### src/rtl/dma_burst_controller.sv
// dma_burst_controller: bus-master sequencer that copies cmd_len words from the
// device buffer into data memory. It takes the bus in bursts of up to BURST words
// through a BR/BG handshake and pulses dma_end once the transfer is complete.
module dma_burst_controller #(
  parameter int WORD  = 16,
  parameter int LEN_W = 8,
  parameter int BURST = 4
) (
  input  logic             clk,
  input  logic             reset_n,
  input  logic             cmd_valid,
  input  logic [WORD-1:0]  cmd_addr,
  input  logic [LEN_W-1:0] cmd_len,
  output logic             cmd_ready,
  output logic             BR,
  input  logic             BG,
  output logic [LEN_W-1:0] dev_idx,
  input  logic [WORD-1:0]  dev_data,
  output logic [WORD-1:0]  mem_addr,
  output logic [WORD-1:0]  mem_data,
  output logic             mem_write,
  input  logic             mem_ack,
  output logic             dma_end
);

  typedef enum logic [2:0] {IDLE, REQ, XFER, REL, DONE} state_t;

  // burst_cnt must be able to hold 0..BURST-1 (it never stores BURST itself)
  localparam int BC_W = (BURST > 1) ? $clog2(BURST) : 1;
  localparam logic [BC_W-1:0] BURST_LAST = BC_W'(BURST - 1);

  state_t            state, state_nx;
  logic [WORD-1:0]   base;
  logic [LEN_W-1:0]  remaining;
  logic [BC_W-1:0]   burst_cnt;
  logic              word_done;
  logic              last_word;
  logic              burst_full;

  // A word retires only when the write strobe is actually up; acks otherwise are noise.
  assign word_done  = mem_write & mem_ack;
  assign last_word  = (remaining == LEN_W'(1));
  assign burst_full = (burst_cnt == BURST_LAST);

  // Address and data are straight combinational views of the current word index.
  assign mem_addr = base + WORD'(dev_idx);
  assign mem_data = dev_data;

  // State register; reset abandons any transfer in flight.
  always_ff @(posedge clk or negedge reset_n) begin
    if (!reset_n) state <= IDLE;
    else          state <= state_nx;
  end

  // Command latch and word/burst counters.
  always_ff @(posedge clk or negedge reset_n) begin
    if (!reset_n) begin
      base      <= '0;
      remaining <= '0;
      dev_idx   <= '0;
      burst_cnt <= '0;
    end else begin
      case (state)
        IDLE: if (cmd_valid) begin
          base      <= cmd_addr;
          remaining <= cmd_len;
          dev_idx   <= '0;
        end
        // every fresh tenure (including after a revoked grant) starts a new burst
        REQ: if (BG) burst_cnt <= '0;
        XFER: if (word_done) begin
          dev_idx   <= dev_idx + LEN_W'(1);
          remaining <= remaining - LEN_W'(1);
          burst_cnt <= burst_cnt + BC_W'(1);
        end
        default: ;
      endcase
    end
  end

  // Next-state and handshake outputs; the write strobe is gated by BG in-cycle.
  always_comb begin
    state_nx  = state;
    cmd_ready = 1'b0;
    BR        = 1'b0;
    mem_write = 1'b0;
    dma_end   = 1'b0;
    case (state)
      IDLE: begin
        cmd_ready = 1'b1;
        if (cmd_valid) state_nx = (cmd_len == '0) ? DONE : REQ;
      end
      REQ: begin
        BR = 1'b1;
        if (BG) state_nx = XFER;
      end
      XFER: begin
        BR        = 1'b1;
        mem_write = BG;
        if (!BG)                                   state_nx = REQ;  // grant revoked
        else if (mem_ack && (last_word || burst_full)) state_nx = REL;
      end
      REL: begin
        if (!BG) state_nx = (remaining != '0) ? REQ : DONE;
      end
      DONE: begin
        dma_end  = 1'b1;
        state_nx = IDLE;
      end
      default: state_nx = IDLE;
    endcase
  end

endmodule

### config.mk
export PLATFORM = sky130hd
export DESIGN_NAME = dma_burst_controller
export DESIGN_NICKNAME = d
export VERILOG_FILES = /design/src/rtl/dma_burst_controller.sv
export SDC_FILE = /design/constraint.sdc
export NUM_CORES = 1
export LEC_CHECK = 0
export ABC_AREA = 0
export BUFFER_PORTS_ARGS = -buffer_cell sky130_fd_sc_hd__buf_4
export CORE_ASPECT_RATIO = 0.9
export CORE_MARGIN = 2
export CORE_UTILIZATION = 52
export CTS_BUF_LIST = sky130_fd_sc_hd__clkbuf_2 sky130_fd_sc_hd__clkbuf_4 sky130_fd_sc_hd__clkbuf_8
export DETAILED_ROUTE_END_ITERATION = 10
export GPL_ROUTABILITY_DRIVEN = 0
export GPL_TIMING_DRIVEN = 0
export PLACE_DENSITY = 0.82
export SLEW_MARGIN = 25
export SYNTH_ARGS = -nofsm -noshare
export SYNTH_HDL_FRONTEND = slang
export SYNTH_SLANG_ARGS = --single-unit
### constraint.sdc
create_clock -name clk -period 3.1 [get_ports clk]
set_clock_uncertainty 0.1 [all_clocks]
set_input_delay 0.62 -clock clk [delete_from_list [all_inputs] [get_ports clk]]
set_output_delay 0.62 -clock clk [all_outputs]
set_load 0.03 [all_outputs]
==> results.md <==
* Post-synth ARST share at 1.00
* Drt first pass iters at 4
* Gr usage total at 0.229
* Power Dens Cells at 874 nW/um^2
* DP Area at 3220 sq um
* Max-cap violations at 0
* Crit-path most repeated cell: buf_4
* Vias in the first global route at 2246
* Worst vdd ir at 0.000523 V
* Total power at 0.00303 W
* Yosys reg bits at 37
* Setup ws final at 0.0395 ns
* Tcrit/Tclk final at 0.987
* CP Class: flop to output port
* Syn Area/Cell at 9.20 sq um
* Worst slew pin tran at 0.725 ns
* Peak Freq at 0.327 GHz
* Top_reg_cell synth: dfrtp_1
* Die ar. at 5590 sq um
* Most common cell after layout, fill and taps aside: buf_4
* YS warnings at 0
* Critical-path top delay cell: or4_1
* Cells after Synth at 283
* I/O Buffers at 71
* CTS buffer count at 5
* Core ar. at 4830 sq um
* Largest net degree at the start of global routing at 38
* CTS tree: done
* Critical path's top delay family: simple AND/OR/NAND/NOR gates
* HPWL after DPL at 4700 um
* Initial antenna violation count at 0
* Syn_nets at 342
* Worst path bufs/invs at 2
* Leakage at 1.57 nW
* Clock latency on the worst-skew pair at 0.29 ns
* CP cell instances: ha_2, fa_2, a21oi_2, o21ai_2, nand2_1, buf_4, or4_1, nand4_1, buf_4
* Relative slew slack at 0.512
* Worst Setup End Kind: output port
* Yosys top cell by area: dfrtp_1
* Vias at 2499
* Min-Delay Path Class: primary input to asynchronous set/reset pin
* Drt wl/cell at 15.4 um
* Seq/Total Area, Yosys at 0.356
* Critical Path RT at 2.38 ns
* EDFF count, synth at 0
* Clock tree buffer depth at 2
* Initial Util at 0.539
* Clock transition at the registers of the reported paths at 0.07 ns
* Post-synth top area share at 0.356
* Chip Height at 71.1 um
* GR Overflow Total at 0
* Setup violations, final at 0
* Nets@finish at 429
* Final hold vios at 0
* Cell Area, Synth at 2600 sq um
* Hold-fix buffer count after cts at 0
* Htree depth at 2
* DRC viols at 0
* Io pins at 89
* Arr. time, crit path at 2.34 ns
* Cell row count at 24
* Max Slew Vio Count at 0
* Pre-CTS WS at 0.152 ns
* Crit-path max FO at 4
* Largest cells by area after synthesis: dfrtp_1 (36%), mux2_2 (6.5%), ha_1 (6.2%)
* Global-route wire length before repair at 10200 um
* R2r setup slk at 1.19 ns
* Post-Route WL at 6730 um
* Chip width at 78.6 um
* Share of layout cells above drive strength 1 at 0.410
* Synth unique cells at 53
* Tmin final at 3.06 ns
* Status: complete, no violations
* CTS Root Cell: clkbuf_8
* Synthesis-to-finish area growth at 33.1%
* Antenna fix cells at 0
* Max incr delay on CP at 0.43 ns
* Final ANT Viol Nets at 0
* Iteration-0 DRC count of the detailed router at 215
* Worst Setup Start Kind: flop
* CTS Sinks at 37
* Final instance area at 3460 sq um
* Vias/cell at 5.73
* Final Util at 0.717
* Commonest non-fill, non-tap cells in the layout: buf_4 (98), dfrtp_1 (34), nand2_1 (22)
## cells in the mapped netlist, types with 2 or more instances
master / instances
buf_4: 18
o21a_1: 3
ha_1: 13
xor2_1: 11
buf_2: 7
a31oi_1: 5
a41oi_1: 2
nor2b_1: 2
or4_1: 4
a21oi_1: 19
buf_1: 2
nor3_1: 11
xnor2_1: 8
dfrtp_1: 37
mux2i_1: 2
nand3_1: 9
nor2_1: 19
o211ai_1: 3
inv_1: 9
a22o_1: 2
o21ai_0: 12
mux2_2: 15
and3_1: 2
nand2_1: 22
nor4_1: 7
nand2b_1: 2
o21ai_1: 2
nand4_1: 9
and2_1: 2
## registers in the layout, summed over array words and instances, names as in the netlist
| register | cells |
|---|---|
| dev_idx | 8 |
| base | 16 |
| state | 3 |
| burst_cnt | 2 |
| remaining | 8 |
## worst reg2reg max path: stages (launching register included)
cell and delay, ns:
dfrtp_1 0.36, buf_2 0.18, nor3_1 0.26, and2_1 0.16
buf_2 0.16, buf_4 0.21, mux2_2 0.36
## timing repair
| action | in CTS | in global routing |
|---|---|---|
| pin swaps | 3 | 5 |
| endpoints found under the hold margin | 0 | 0 |
| buffers inserted | 3 | 6 |
| endpoints found under the setup margin | 7 | 9 |
| resized for setup | 10 | 11 |
## per-layer routing
layer / wire length (um) / GRT usage
met1: 2970 / 0.320
met5: 0 / 0
met2: 3240 / 0.352
met3: 425 / 0.0332
met4: 101 / 0.105
## stage by stage
stage	instances	TNS, ns	hold WS (ns)
after detailed placement	419	0	0.396
after global placement	419	0	0.387
after global routing	436	-0.164	0.227
final	436	0	0.185
after floorplan	283	0	0.224
after CTS	430	0	0.205
## path summary, 6_finish.rpt
path / to / startpoint / depth (start not counted)
setup / recovery: mem_addr[10] / dev_idx[0]$_DFFE_PN0P_ / 9
hold / removal: remaining[2]$_DFFE_PN0P_ / reset_n / 1
setup reg to reg: base[7]$_DFFE_PN0P_ / state[1]$_DFFE_PN0P_ / 6
hold reg to reg: burst_cnt[1]$_DFFE_PN0P_ / burst_cnt[1]$_DFFE_PN0P_ / 2
max in group asynchronous: dev_idx[0]$_DFFE_PN0P_ / reset_n / 1
min in group clk: burst_cnt[1]$_DFFE_PN0P_ / burst_cnt[1]$_DFFE_PN0P_ / 2
## final cells by class
| cell class | instances | area (sq um) |
|---|---|---|
| fillers | 378 | 1370 |
| clock inverters | 2 | 10.0 |
| inverters | 9 | 33.8 |
| repair buffers | 80 | 601 |
| multi-input cells | 208 | 1540 |
| well taps | 65 | 81.3 |
| flip-flops and latches | 37 | 930 |
| plain buffers | 29 | 189 |
| clock buffers | 6 | 76.3 |
## where the power goes
group	switching, W	internal, W	leakage (nW)
Sequential	0.000205	0.000673	0.454
Combinational	0.00105	0.000755	1.07
Clock	0.000176	0.000165	0.0484
Total	0.00144	0.00159	1.57
## kinds of logic after synthesis
kind of cell / synth area share
and+or+nand+nor: 0.214
AOI/OAI and AO/OA: 0.139
buffers and inverters: 0.0846
DFF: 0.356
xor gates and xnor gates: 0.0639
muxes: 0.0726
adders and majority gates: 0.0702
No activity file was read; power rests on OpenSTA's default activity.
